### config.mk
export PLATFORM = sky130hd
export DESIGN_NAME = envelope_follower
export DESIGN_NICKNAME = d
export VERILOG_FILES = /design/src/rtl/envelope_follower.sv
export SDC_FILE = /design/constraint.sdc
export NUM_CORES = 1
export LEC_CHECK = 0
export BUFFER_PORTS_ARGS = -buffer_cell sky130_fd_sc_hd__buf_2
export CAP_MARGIN = 20
export CELL_PAD_IN_SITES_DETAIL_PLACEMENT = 1
export CELL_PAD_IN_SITES_GLOBAL_PLACEMENT = 1
export CORE_UTILIZATION = 42
export CTS_CLUSTER_DIAMETER = 100
export DETAILED_ROUTE_END_ITERATION = 12
export PLACE_DENSITY_LB_ADDON = 0.1
export SETUP_SLACK_MARGIN = 0.15
export SLEW_MARGIN = 20
export SYNTH_ARGS = -nofsm -noshare
export SYNTH_HDL_FRONTEND = slang
export SYNTH_SLANG_ARGS = --single-unit
### constraint.sdc
create_clock -name clk -period 6.3 [get_ports clk]
set_input_delay 1.26 -clock clk [delete_from_list [all_inputs] [get_ports clk]]
set_output_delay 1.26 -clock clk [all_outputs]
set_load 0.005 [all_outputs]
### src/rtl/envelope_follower.sv
// ----------------------------------------------------------------------------
// envelope_follower
//   Recovers an 8-bit amplitude envelope and a note-present gate from a
//   stream of signed audio samples. It mirrors the synth envelope generator:
//   attack and release smoothing are 4-bit right-shift amounts.
//
//   The pipeline has three stages:
//     1. magnitude   |sample|. The most negative code saturates to full scale.
//     2. envelope    env moves toward mag by (diff >> a|r). The step is never
//                    smaller than 1 and never overshoots mag.
//     3. outputs     amplitude is the top 8 bits of env. The gate FSM then
//                    advances on that new amplitude.
//   A sample_valid at cycle N produces out_valid at cycle N+3. The pipeline
//   accepts a new sample every cycle.
//
// Ports
//   clk           system clock
//   reset_n       synchronous active-low reset
//   sample_valid  one-cycle strobe qualifying sample
//   sample        signed two's-complement audio sample
//   a, r          attack / release smoothing shift (0 = instant)
//   open_th       amplitude at or above which the gate opens
//   close_th      amplitude below which the hold count runs
//   amplitude     envelope magnitude (top 8 bits)
//   gate          signal-present gate
//   out_valid     one-cycle strobe: amplitude/gate updated this cycle
// ----------------------------------------------------------------------------
module envelope_follower #(
    parameter int unsigned SAMPLE_BITS  = 16,
    parameter int unsigned HOLD_SAMPLES = 2400
) (
    input  logic                          clk,
    input  logic                          reset_n,
    input  logic                          sample_valid,
    input  logic signed [SAMPLE_BITS-1:0] sample,
    input  logic        [3:0]             a,
    input  logic        [3:0]             r,
    input  logic        [7:0]             open_th,
    input  logic        [7:0]             close_th,
    output logic        [7:0]             amplitude,
    output logic                          gate,
    output logic                          out_valid
);

    localparam int unsigned MAG_BITS = SAMPLE_BITS - 1;
    localparam int unsigned CNT_BITS = $clog2(HOLD_SAMPLES + 1);
    localparam logic [CNT_BITS-1:0] HOLD_LAST = CNT_BITS'(HOLD_SAMPLES);
    localparam logic [CNT_BITS-1:0] CNT_ONE   = CNT_BITS'(1);

    typedef enum logic [1:0] {
        CLOSED = 2'd0,
        OPEN   = 2'd1,
        HOLD   = 2'd2
    } gate_state_t;

    // ------------------------------------------------------------------
    // Pipeline registers
    // ------------------------------------------------------------------
    logic                  s1_valid;
    logic [MAG_BITS-1:0]   s1_mag;
    logic                  s2_valid;
    logic [MAG_BITS-1:0]   env;
    gate_state_t           state;
    logic [CNT_BITS-1:0]   hold_cnt;

    // ------------------------------------------------------------------
    // Stage 1 combinational: saturating absolute value
    // ------------------------------------------------------------------
    logic [SAMPLE_BITS-1:0] sample_u;
    logic [MAG_BITS-1:0]    neg_low_c;
    logic [MAG_BITS-1:0]    mag_c;

    assign sample_u = $unsigned(sample);

    // Two's-complement negation taken modulo 2^MAG_BITS. The only input
    // whose magnitude does not fit in MAG_BITS is the most negative code,
    // so that one case is clamped to full scale.
    assign neg_low_c = (~sample_u[MAG_BITS-1:0]) + MAG_BITS'(1);

    always_comb begin
        mag_c = sample_u[MAG_BITS-1:0];
        if (sample_u[SAMPLE_BITS-1]) begin
            if (sample_u[MAG_BITS-1:0] == '0) begin
                mag_c = '1;
            end else begin
                mag_c = neg_low_c;
            end
        end
    end

    // ------------------------------------------------------------------
    // Stage 2 combinational: envelope step toward the magnitude
    // ------------------------------------------------------------------
    logic                rising_c;
    logic [MAG_BITS-1:0] diff_c;
    logic [MAG_BITS-1:0] shifted_c;
    logic [MAG_BITS-1:0] step_c;
    logic [MAG_BITS-1:0] env_next_c;

    always_comb begin
        rising_c  = (s1_mag > env);
        diff_c    = rising_c ? (s1_mag - env) : (env - s1_mag);
        shifted_c = rising_c ? (diff_c >> a) : (diff_c >> r);
        // The minimum step of 1 lets env reach mag exactly. Because
        // step <= diff, env can never overshoot mag.
        step_c    = shifted_c;
        if ((shifted_c == '0) && (diff_c != '0)) begin
            step_c = MAG_BITS'(1);
        end
        env_next_c = rising_c ? (env + step_c) : (env - step_c);
    end

    // ------------------------------------------------------------------
    // Stage 3 combinational: amplitude seen by the gate FSM this update
    // ------------------------------------------------------------------
    logic [7:0] amp_c;
    logic [CNT_BITS-1:0] cnt_inc_c;

    assign amp_c     = env[MAG_BITS-1 -: 8];
    assign cnt_inc_c = hold_cnt + CNT_ONE;

    // ------------------------------------------------------------------
    // Stage 1 register: capture magnitude of the incoming sample
    // ------------------------------------------------------------------
    always_ff @(posedge clk) begin
        if (!reset_n) begin
            s1_valid <= 1'b0;
            s1_mag   <= '0;
        end else begin
            s1_valid <= sample_valid;
            if (sample_valid) begin
                s1_mag <= mag_c;
            end
        end
    end

    // ------------------------------------------------------------------
    // Stage 2 register: envelope state, advanced only by valid samples
    // ------------------------------------------------------------------
    always_ff @(posedge clk) begin
        if (!reset_n) begin
            s2_valid <= 1'b0;
            env      <= '0;
        end else begin
            s2_valid <= s1_valid;
            if (s1_valid) begin
                env <= env_next_c;
            end
        end
    end

    // ------------------------------------------------------------------
    // Stage 3 register: outputs and gate FSM with hysteresis and hold
    // ------------------------------------------------------------------
    always_ff @(posedge clk) begin
        if (!reset_n) begin
            amplitude <= 8'd0;
            gate      <= 1'b0;
            out_valid <= 1'b0;
            state     <= CLOSED;
            hold_cnt  <= '0;
        end else begin
            out_valid <= s2_valid;
            if (s2_valid) begin
                amplitude <= amp_c;
                case (state)
                    CLOSED: begin
                        if (amp_c >= open_th) begin
                            state <= OPEN;
                            gate  <= 1'b1;
                        end
                    end
                    OPEN: begin
                        if (amp_c < close_th) begin
                            // A one-sample hold expires on the first
                            // below-threshold update.
                            if (HOLD_LAST == CNT_ONE) begin
                                state    <= CLOSED;
                                gate     <= 1'b0;
                                hold_cnt <= '0;
                            end else begin
                                state    <= HOLD;
                                hold_cnt <= CNT_ONE;
                            end
                        end
                    end
                    HOLD: begin
                        // Re-arming takes priority over expiry.
                        if (amp_c >= close_th) begin
                            state    <= OPEN;
                            hold_cnt <= '0;
                        end else if (cnt_inc_c == HOLD_LAST) begin
                            state    <= CLOSED;
                            gate     <= 1'b0;
                            hold_cnt <= '0;
                        end else begin
                            hold_cnt <= cnt_inc_c;
                        end
                    end
                    default: begin
                        state    <= CLOSED;
                        gate     <= 1'b0;
                        hold_cnt <= '0;
                    end
                endcase
            end
        end
    end

endmodule

# Yosys cells after proc, flatten, opt, wreduce, memory -nomap -nowiden
# Cells that the tools add are included.
[totals]
out_inout_bits = 10
inputBits = 43
wordCells = 59
register_bits = 56
[op_classes]
add_sub_neg = 6
magnitude_cmp = 4
n_reduce_logical = 8
n_mux = 19
bitwise_logic = 3
n_eq_ne = 8
n_shift = 2
[op_table]
columns = ["operator", "n"]
rows = [
  ["$mux 15", 6],
  ["$sub 15x15->15", 3],
  ["$mux 12", 3],
  ["$pmux 12 s3", 1],
  ["$logic_not 15->1", 2],
  ["$shr 15x4->15", 2],
  ["$ge 8x8->1", 2],
  ["$add 15x1->15 const B", 1],
  ["$add 15x15->15", 1],
  ["$gt 15x15->1", 1],
  ["$not 15->15", 1],
  ["$reduce_bool 15->1", 1],
  ["$add 12x1->12 const B", 1],
  ["$eq 12x12->1 const B", 1],
  ["$lt 8x8->1", 1],
  ["$mux 2", 4],
  ["$ne 2x2->1 const B", 4],
  ["$pmux 2 s3", 1],
  ["$reduce_and 5->1", 1],
  ["$reduce_and 4->1", 1],
  ["$mux 1", 3],
  ["$ne 3x3->1 const B", 1],
  ["$pmux 1 s3", 1],
  ["$reduce_and 3->1", 1],
  ["other kinds (5)", 6],
]

# Depth between registers and ports, before layout
# Gate-level depths: netlist of run 1.
[logic_depth]
depth_word = 9
ltp_mapped = 36
ltp_nobuf = 34

# Least setup slack after synthesis of run 1
# No wires, ideal clock.
[synth_timing]
path_kind = "register -> register"
startpoint = "reg s1_mag[5]"
endpoint = "reg env[14]"
t_required_ps = 6179
setup_ps = 121
stages_incl_launch_ff = 34
slack_ps = -271
t_arrival_ps = 6450
period_less_slack_ps = 6571
path_buffers = 4
cell_sequence = "dfxtp_1 -> inv_1 -> ha_1 -> buf_6 -> nand4_2 -> or4_4 -> o21ai_2 -> buf_6 -> mux2i_1 -> buf_2 -> buf_4 -> nor2_1 -> nor4_1 -> o21ai_1 -> nor3b_1 -> and4_1 -> a21o_1 -> inv_1 -> ha_1 -> o21ai_0 -> fa_1 -> a21o_1 -> a21o_1 -> a21o_1 -> a21o_1 -> a21oi_1 -> o21ai_0 -> nor4_1 -> o41a_1 -> xor2_1 -> or3_1 -> o21ai_0 -> nor3_2 -> mux2i_1"
[synth_via]
elab_chain_cells = 9
elab_cells_between_ends = 14
cone_classes = "add/sub (4); order compare (1); shift (2); mux (4); reduce/logical (3)"
[synth_lines]
columns = ["element", "line_no", "text"]
rows = [
  ["start: declaration", "60", "logic [MAG_BITS-1:0] s1_mag;"],
  ["start signal: assignment", "132", "s1_mag <= mag_c;"],
  ["$sub 15x15->15 / $gt 15x15->1 (equally long branches)", "102, 101", ""],
  ["$mux 15", "102", "diff_c = rising_c ? (s1_mag - env) : (env - s1_mag);"],
  ["$shr 15x4->15", "103", "shifted_c = rising_c ? (diff_c >> a) : (diff_c >> r);"],
  ["$mux 15", "103", ""],
  ["$logic_not 15->1", "107", "if ((shifted_c == '0) && (diff_c != '0)) begin"],
  ["$logic_and 1x1->1", "107", ""],
  ["$mux 15", "107", ""],
  ["$sub 15x15->15 / $add 15x15->15 (equally long branches)", "110", "env_next_c = rising_c ? (env + step_c) : (env - step_c);"],
  ["$mux 15 (*)", "110", ""],
  ["end signal: assignment", "147", "env <= env_next_c;"],
  ["end: declaration", "62", "logic [MAG_BITS-1:0] env;"],
]
# Mark *: on every way between the ends. The rest lies on a longest branch, timed or not.
# A chain may end at the register's enable or synchronous reset.

# Worst setup path after layout of run 1
[layout_timing]
startpoint = "reg env[2]"
endpoint = "reg env[14]"
[layout_via]
elab_chain_cells = 9
elab_cells_between_ends = 14
cone_classes = "add/sub (4); order compare (1); shift (2); mux (4); reduce/logical (3)"
[layout_lines]
columns = ["element", "line_no"]
rows = [
  ["$sub 15x15->15 / $gt 15x15->1 (equally long branches)", "102, 101"],
  ["$mux 15", "102"],
  ["$shr 15x4->15", "103"],
  ["$mux 15", "103"],
  ["$logic_not 15->1", "107"],
  ["$logic_and 1x1->1", "107"],
  ["$mux 15", "107"],
  ["$sub 15x15->15 / $add 15x15->15 (equally long branches)", "110"],
  ["$mux 15 (*)", "110"],
]
# Marked as above.

==> metrics.txt, run 1 <==
Max-cap violations=0; clock root buffer=clkbuf_16; row cnt=46; GR Overflow Total=0; diode count=0; H-tree Lvls=2; Synth Area in XOR/XNOR=5.13%; Slew @ Worst Pin=0.963 ns; ranking of synthesized cells by area=dfxtp_1 (16%), ha_1 (12%), o21ai_0 (5.0%); post-synthesis adder-cell area fraction=12.8%; clk sink count=56; final hold vios=0; Crit Path Class=flop to flop; FF-to-FF End=env[14]; DR WL/cell=25.3 um; fin. max-slew vios=0; largest net degree at the start of global routing=60; 1st-pass router iterations=7; layout cell share with drive strength beyond 1=41.5%; Net count, final=1327; Final Wtd Congestion=0.940; dpl cell area=9010 um2; reg2reg path depth=35; remaining antenna violation count=0; initial cell density of the core=43.3%; Main synth FF type=dfxtp_1; most frequent cells after synthesis=inv_1 (79), o21ai_0 (69), a21oi_1 (68), ha_1 (66), nand2_1 (59); Inserted Clock Buffers=5; Tmin final=7.22 ns; sequential element share of the synthesized area=16.2%; hold path depth=2; unique cell type count in the Yosys netlist=92; fmax=0.138 GHz; Ys Warns=0; first-pass GRT wire length=49.1 mm; Worst Path Arrival=7.45 ns; RSZ-0062 raised after global routing=yes; Net Count, Synth=1023; Post-synth EDFFs=0; CP required=6.52 ns; Clock transition at path regs=0.07 ns; post-route cell area=10400 um2; worst skew pair latency=0.30 ns; Clock Path Buffers=2; Rel. slew slack=35.8%; Syn Std Cell Area=6920 um2; total number of vias=9119; Yosys top cell by area=dfxtp_1; reg2reg setup slack=-0.92 ns; number of global-route vias before repair=9064; post-synthesis mux area share=5.19%; CTS tree=done; die width=130 um; final count of negative-setup-slack endpoints=10; count leader, synth=inv_1; RR Startpoint=env[2]; total detailed-routing wirelength=36.2 mm; drt via density=6.37; crit-path most repeated cell=a21o_1; DRC Markers=0; largest fanout on the critical path=13; #FFs+latches synth=56; worst hold start=hold_cnt[4]; # hold bufs at CTS=0; post-synthesis compound-gate area fraction=30.5%; average size of a mapped cell=7.60 um2; core area=16000 um2; slowest cell delay on critical path=0.45 ns; GR Util All Layers=37.6%; I/O Buffers=52; async set-reset flop share out of synthesis=0%; highest-delay cell along the critical path=mux2_2; setup ws final=-0.924 ns; DIE HEIGHT=130 um; WP buf/inv=6; status=finished, violations left; Worst setup SP type=flop; post-synth top area share=16.2%; detailed placement HPWL=22.8 mm; I/O pin count=53; simple-gate area share of the yosys netlist=22.6%; initial antenna violation count=0; Iter 0 DRT Violations=742; area delta synth->final=50.6%; violated checks=negative setup slack; Synth Instances=911; worst hold path endpoint=hold_cnt[4]; Top Family by Delay on Critical Path=compound AO/OA/AOI/OAI gates; Worst Hold Class=flop to flop; CP endpoint kind=flop; Fin Clk Skew=0.0105 ns; die area=17000 um2; Final Cycle Share=115%; largest family of logic cells by synthesized area=compound AO/OA/AOI/OAI gates
## worst max-delay path by stage
stage | start | to | slack [ns] | depth (start not counted)
6_report | env[2] | env[14] | -0.92 | 35
5_1_grt | env[2] | env[14] | -1.07 | 35
4_1_cts | env[2] | env[14] | -0.21 | 35
3_3_place_gp | s1_mag[2] | env[14] | -0.46 | 33
3_5_place_dp | s1_mag[12] | env[13] | -0.79 | 33
2_1_floorplan | s1_mag[2] | env[14] | -0.02 | 32
## repair_timing
action	CTS	global route
setup endpoints to repair	6	12
setup buffers	47	21
gates cloned	2	0
endpoints found under the hold margin	0	0
gates resized for setup	92	53
pin swaps	37	45
## final cells by class
class                           instances  area, um2
Clock buffer                            6        129
Clock inverter                          1       8.76
Fill cell                            1942       5570
Inverter                               80        300
Multi-Input combinational cell        735       6070
Sequential cell                        56       1130
Tap cell                              216        270
Timing Repair Buffer                  337       2520
## cell usage in the layout, fill, tap and decap left out, types with 12 or more instances in the layout
cell type  count
inv_1         77
ha_1          52
a21oi_2       13
a21oi_1       55
mux2i_1       25
nor2b_1       31
nand2_1       57
nor2_1        42
xnor2_1       15
a31oi_1       16
buf_4        272
buf_2         52
nor3_1        13
a21o_1        17
dfxtp_1       51
o21ai_0       57
ha_4          12
nand3_1       24
o21ai_2       13
xor2_1        18
## layer usage
layer	wire length, um	GRT usage [%]
met4	1710	14.6
met1	14200	46.0
met2	17400	66.9
met5	0	0
met3	2790	5.01
## logic make-up after synthesis
logic type | after synthesis
AO/OA/AOI/OAI | 307
flip-flops | 56
multiplexers | 35
adder cells (fa/ha/maj) | 69
XOR/XNOR | 38
AND/OR/NAND/NOR | 286
buffers and inverters | 120
## stage by stage
step	setup slack [ns]	utilization (%)	TNS (ns)	std cells	hold slack, ns
floorplan	-0.0181	-	-0.0181	911	0.462
global route	-1.07	65.2	-6.71	1431	0.563
CTS	-0.207	62.5	-0.640	1410	0.511
detailed placement	-0.791	56.3	-2.69	1354	0.500
global placement	-0.458	56.3	-1.25	1354	0.483
finish	-0.924	65.2	-5.18	1431	0.520
## registers in the layout, indices dropped and copies added, names as in the netlist
name / cells
amplitude: 8
env: 15
gate: 1
hold_cnt: 12
out_valid: 1
s1_mag: 15
s1_valid: 1
s2_valid: 1
state: 2
## worst min-delay path, cell delays in order, from the launching register on
cell	delay (ns)
dfxtp_1	0.34
nand2_1	0.06
a21boi_0	0.06
Power of run 1 is not shown: default switching activity piles up to over one toggle a cycle in this logic, so the estimate is an artifact.
==> run 2: changes to the inputs <==
--- a/config.mk
+++ b/config.mk
@@ -14,6 +14,7 @@
 export DETAILED_ROUTE_END_ITERATION = 12
 export PLACE_DENSITY_LB_ADDON = 0.1
 export SETUP_SLACK_MARGIN = 0.15
+export SKIP_CTS_REPAIR_TIMING = 1
 export SLEW_MARGIN = 20
 export SYNTH_ARGS = -nofsm -noshare
 export SYNTH_HDL_FRONTEND = slang
==> run 2 against run 1 <==
  * The run still ends with negative setup slack left
  * Hold slack about the same
  * Sequential cell count unchanged
  * Cell count fell by 3.0%
  * Clock skew shrank 0.0034 ns
  * Largest cell class unchanged
  * Global-route usage down 5.0 points
  * First-iteration DRC count decreased by 37%
  * Fmax increased by 6.6%
  * Count of clock-buffer cells in the layout did not move
==> metrics.txt, run 2 (synthesized netlist as in run 1, its figures left out) <==
status=finished, violations left; violated checks=negative setup slack; WP depth=36 (+2.9%); detailed placement HPWL=22.8 mm (unchanged); Max-cap violations=0 (unchanged); 1st-pass router iterations=5 (-2); total detailed-routing wirelength=29.8 mm (-18%); most frequent cells in the layout=buf_4 (235), inv_1 (75), nand2_1 (59); initial antenna violation count=0 (unchanged); Crit Path Class=flop to flop; DIE HEIGHT=130 um (unchanged); Worst Path Arrival=7.00 ns (-0.45 ns); clock root buffer=clkbuf_16; CTS tree=done; Net count, final=1284 (-3.2%); number of global-route vias before repair=8219 (-9.3%); layout cell share with drive strength beyond 1=39.2% (-2.2 points); GR Util All Layers=32.6% (-5.0 points); Top Family by Delay on Critical Path=compound AO/OA/AOI/OAI gates; fin. max-slew vios=0 (unchanged); CP required=6.53 ns (about the same); worst skew pair latency=0.30 ns (about the same); highest-delay cell along the critical path=ha_2; WP buf/inv=8 (+2); commonest non-fill, non-tap cell in the layout=buf_4; drt via density=5.98 (-6.2%); diode count=0 (unchanged); initial cell density of the core=43.3% (unchanged); first-pass GRT wire length=43.1 mm (-12%); row cnt=46 (unchanged); met1 global-route usage=42.6% (-3.4 points); I/O Buffers=52 (unchanged); Inserted Clock Buffers=5 (unchanged); worst hold start=hold_cnt[4]; RSZ-0062 raised after global routing=yes; remaining antenna violation count=0 (unchanged); final count of negative-setup-slack endpoints=3 (-7); Slew @ Worst Pin=0.954 ns (-0.00857 ns); setup ws final=-0.475 ns (+0.449 ns); crit-path most repeated cell=a21o_1; DP Worst Slack=-0.791 ns (unchanged); GR Overflow Total=0 (unchanged); H-tree Lvls=2 (unchanged); FF-to-FF End=env[14]; total number of vias=8299 (-9.0%); die width=130 um (unchanged); Rel. slew slack=36.4% (+0.57 points); die area=17000 um2 (unchanged); Worst setup SP type=flop; area delta synth->final=43.5%; fmax=0.148 GHz (+6.6%); multi-input logic area=5940 um2 (-2.1%); Final Wtd Congestion=0.940 (unchanged); RR Startpoint=s1_mag[9]; DRC Markers=0 (unchanged); Worst setup startpoint=s1_mag[9]; grt peak-use layer=met2; largest fanout on the critical path=13 (unchanged); met3 Use GR=2.97% (-2.0 points); reg2reg setup slack=-0.48 ns (+0.45 ns); largest net degree at the start of global routing=60 (unchanged); I/O pin count=53 (unchanged); clk sink count=56 (unchanged); Fin Clk Skew=0.00709 ns (-0.00339 ns); Worst Hold Class=flop to flop; Clock Path Buffers=2 (unchanged); Final Cycle Share=108% (-7.1 points); Largest regs=env (15), s1_mag (15), hold_cnt (12); final hold vios=0 (unchanged); core area=16000 um2 (unchanged); DR WL/cell=21.4 um (-15%); CP endpoint kind=flop; reg2reg path depth=36 (+2.9%); setup TNS=-0.728 ns (+4.45 ns); slowest cell delay on critical path=0.38 ns (-0.07 ns); grt met2 use=58.7% (-8.2 points); Iter 0 DRT Violations=470 (-37%); Tmin final=6.78 ns (-0.449 ns); storage element area=1140 um2 (+1.2%); Clock transition at path regs=0.07 ns (about the same); Filler cells=2015 (+3.8%); CP endpoint=env[14]
==> run 2: cell count changes in the layout (fill, tap and decap cells not counted), sizes merged <==
cell / change
clkbuf: +1
buf: -44
==> run 2: layer usage <==
| metal | share of wire, % | up-vias |
|---|---|---|
| met1 | 43 | 4089 |
| met3 | 4.8 | 65 |
| met2 | 50 | 283 |
| li1 | - | 3862 |
| met4 | 2.1 | 0 |
| met5 | 0 | - |
==> run 2: layout make-up <==
type                       instances  area share, %
tap                              216           2.72
clock inverter                     1         0.0881
multi-input combinational        735           59.8
sequential                        56           11.5
timing repair buffer             294           21.6
clock buffer                       6           1.30
inverter                          80           3.05
==> run 2: tightest hold or removal path: cells and delay by family, from the launching register on <==
family / cells / cell delay [ns]
flops: 1 / 0.35
simple gates: 1 / 0.06
compound gates: 1 / 0.06
==> run 2: how the worst min path moves through the flow <==
stage	slack [ns]	end	cells past startpoint
final	0.52	hold_cnt[4]	2
after global routing	0.56	hold_cnt[6]	2
after CTS	0.51	hold_cnt[6]	2
after floorplan	0.46	hold_cnt[6]	2
after detailed placement	0.50	hold_cnt[6]	2
after global placement	0.48	hold_cnt[6]	2
==> run 2: metrics by stage <==
step           area (um2)  hold WS [ns]  util [%]  instances
2_1_floorplan        7070         0.462         -        911
3_3_place_gp         9010         0.483      56.3       1354
3_5_place_dp         9010         0.500      56.3       1354
4_1_cts              9150         0.511      57.2       1361
5_1_grt              9940         0.563      62.1       1388
6_report             9940         0.520      62.1       1388
Power of run 2 is left out for the same reason.
==> run 3: changes to the inputs <==
--- a/config.mk
+++ b/config.mk
@@ -13,7 +13,7 @@
 export CTS_CLUSTER_DIAMETER = 100
 export DETAILED_ROUTE_END_ITERATION = 12
 export PLACE_DENSITY_LB_ADDON = 0.1
-export SETUP_SLACK_MARGIN = 0.15
+export SETUP_SLACK_MARGIN = 0.5
 export SKIP_CTS_REPAIR_TIMING = 1
 export SLEW_MARGIN = 20
 export SYNTH_ARGS = -nofsm -noshare
==> run 3 against run 2 <==
  * The flow still finishes with violations (negative setup slack)
  * Sequential cell count stayed put
  * Register-to-register slack worse by 0.19 ns
  * Die area unchanged
  * Via count grew 2.4%
  * Hold slack lost 0.0066 ns
  * Cell count grew 0.58%
  * Wire length increased by 5.0%
  * Highest routed layer unchanged
  * Sequential share of layout area decreased by 0.32 points
  * Setup slack worse by 0.19 ns
  * Count of clock-buffer cells in the layout down 1
  * Fmax is 2.7% lower
==> metrics.txt, run 3 (synthesized netlist as in run 1, its figures left out) <==
Inserted Clock Buffers=5 (unchanged); number of global-route vias before repair=8412 (+2.3%); Slew @ Worst Pin=0.960 ns (+0.00578 ns); CTS tree=done; setup ws final=-0.663 ns (-0.187 ns); fmax=0.144 GHz (-2.7%); area delta synth->final=46.1%; Clock Path Buffers=2 (unchanged); final hold vios=0 (unchanged); die width=130 um (unchanged); row cnt=46 (unchanged); commonest non-fill, non-tap cell in the layout=buf_4; 1st-pass router iterations=5 (unchanged); Max-cap violations=0 (unchanged); detailed placement HPWL=22.8 mm (about the same); most frequent cells in the layout=buf_4 (238), inv_1 (77), nand2_1 (58); fin. max-slew vios=0 (unchanged); drt via density=6.09 (+1.8%); DIE HEIGHT=130 um (unchanged); Iter 0 DRT Violations=584 (+24%); Largest regs=env (15), s1_mag (15), hold_cnt (12); total detailed-routing wirelength=31.2 mm (+5.0%); initial cell density of the core=43.3% (unchanged); Net count, final=1292 (+0.62%); status=finished, violations left; DP Worst Slack=-0.708 ns (+0.0821 ns); CP endpoint kind=flop; core area=16000 um2 (unchanged); slowest cell delay on critical path=0.40 ns (+0.02 ns); grt met2 use=59.1% (+0.41 points); Crit Path Class=flop to flop; clock root buffer=clkbuf_16; remaining antenna violation count=0 (unchanged); met1 global-route usage=41.4% (-1.1 points); H-tree Lvls=2 (unchanged); CP required=6.53 ns (about the same); Rel. slew slack=36.0% (-0.39 points); first-pass GRT wire length=43.3 mm (+0.56%); Tmin final=6.96 ns (+0.187 ns); grt peak-use layer=met2; crit-path most repeated cell=buf_4; Clock transition at path regs=0.07 ns (about the same); Worst setup SP type=flop; initial antenna violation count=0 (unchanged); I/O Buffers=52 (unchanged); diode count=0 (unchanged); Final Cycle Share=111% (+3.0 points); GR Overflow Total=0 (unchanged); final count of negative-setup-slack endpoints=5 (+2); Fin Clk Skew=0.00679 ns (-0.000298 ns); dpl cell area=8980 um2 (-0.36%); clk sink count=56 (unchanged); RSZ-0062 raised after global routing=yes; Worst Path Arrival=7.19 ns (+0.19 ns); DR WL/cell=22.4 um (+4.4%); Worst Hold Class=flop to flop; worst skew pair latency=0.30 ns (about the same); Filler cells=1987 (-1.4%); total number of vias=8498 (+2.4%); DRC Markers=0 (unchanged); largest fanout on the critical path=10 (-3); violated checks=negative setup slack; GR Util All Layers=32.9% (+0.29 points); met3 Use GR=5.13% (+2.2 points); post-route cell area=10100 um2 (+1.8%); I/O pin count=53 (unchanged); die area=17000 um2 (unchanged); highest-delay cell along the critical path=nor3_1; largest net degree at the start of global routing=60 (unchanged); layout cell share with drive strength beyond 1=39.7% (+0.41 points); Final Core Density=63.2% (+1.1 points); setup TNS=-1.25 ns (-0.525 ns); Final Wtd Congestion=0.998 (+6.2%)
## run 3: changes by cell type in the layout (fill, tap and decap cells not counted), sizes merged
cell	change
inv	-1
clkbuf	-2
bufinv	+2
o21ai	+1
buf	+8
## run 3: final cells by class
type | count | area [um2] | share of cell area, %
well taps | 216 | 270 | 2.67
inverters | 80 | 300 | 2.97
clock buffers | 5 | 125 | 1.24
clock inverters | 2 | 60.1 | 0.594
flip-flops and latches | 56 | 1130 | 11.2
repair buffers | 301 | 2190 | 21.7
multi-input cells | 736 | 6040 | 59.7
## run 3: path summary, 6_finish.rpt
kind / from / to / slack [ns] / cells past startpoint
worst max-delay path: env[2] / env[14] / -0.66 / 35
worst min-delay path: hold_cnt[6] / hold_cnt[6] / 0.51 / 2
worst max register to register: env[2] / env[14] / -0.66 / 35
worst min register to register: hold_cnt[6] / hold_cnt[6] / 0.51 / 2
## run 3: worst max-delay path, delay by kind of cell (launching register included)
family / cells / cell delay [ns]
AO/OA/AOI/OAI: 14 / 2.63
AND/OR/NAND/NOR: 7 / 1.44
buffers and inverters: 9 / 1.31
adder cells (fa/ha/maj): 2 / 0.54
XOR/XNOR: 2 / 0.39
flip-flops: 1 / 0.36
multiplexers: 1 / 0.21
## run 3: stage by stage
step / hold WS (ns) / std cells
final: 0.514 / 1396
after detailed placement: 0.504 / 1353
after CTS: 0.515 / 1360
after floorplan: 0.462 / 911
after global placement: 0.483 / 1353
after global routing: 0.552 / 1396
## run 3: metal layers
metal | vias to the layer above | wire, um
li1 | 3885 | -
met3 | 81 | 1700
met1 | 4207 | 13500
met4 | 0 | 894
met2 | 325 | 15200
met5 | - | 0
Power of run 3 is left out for the same reason.
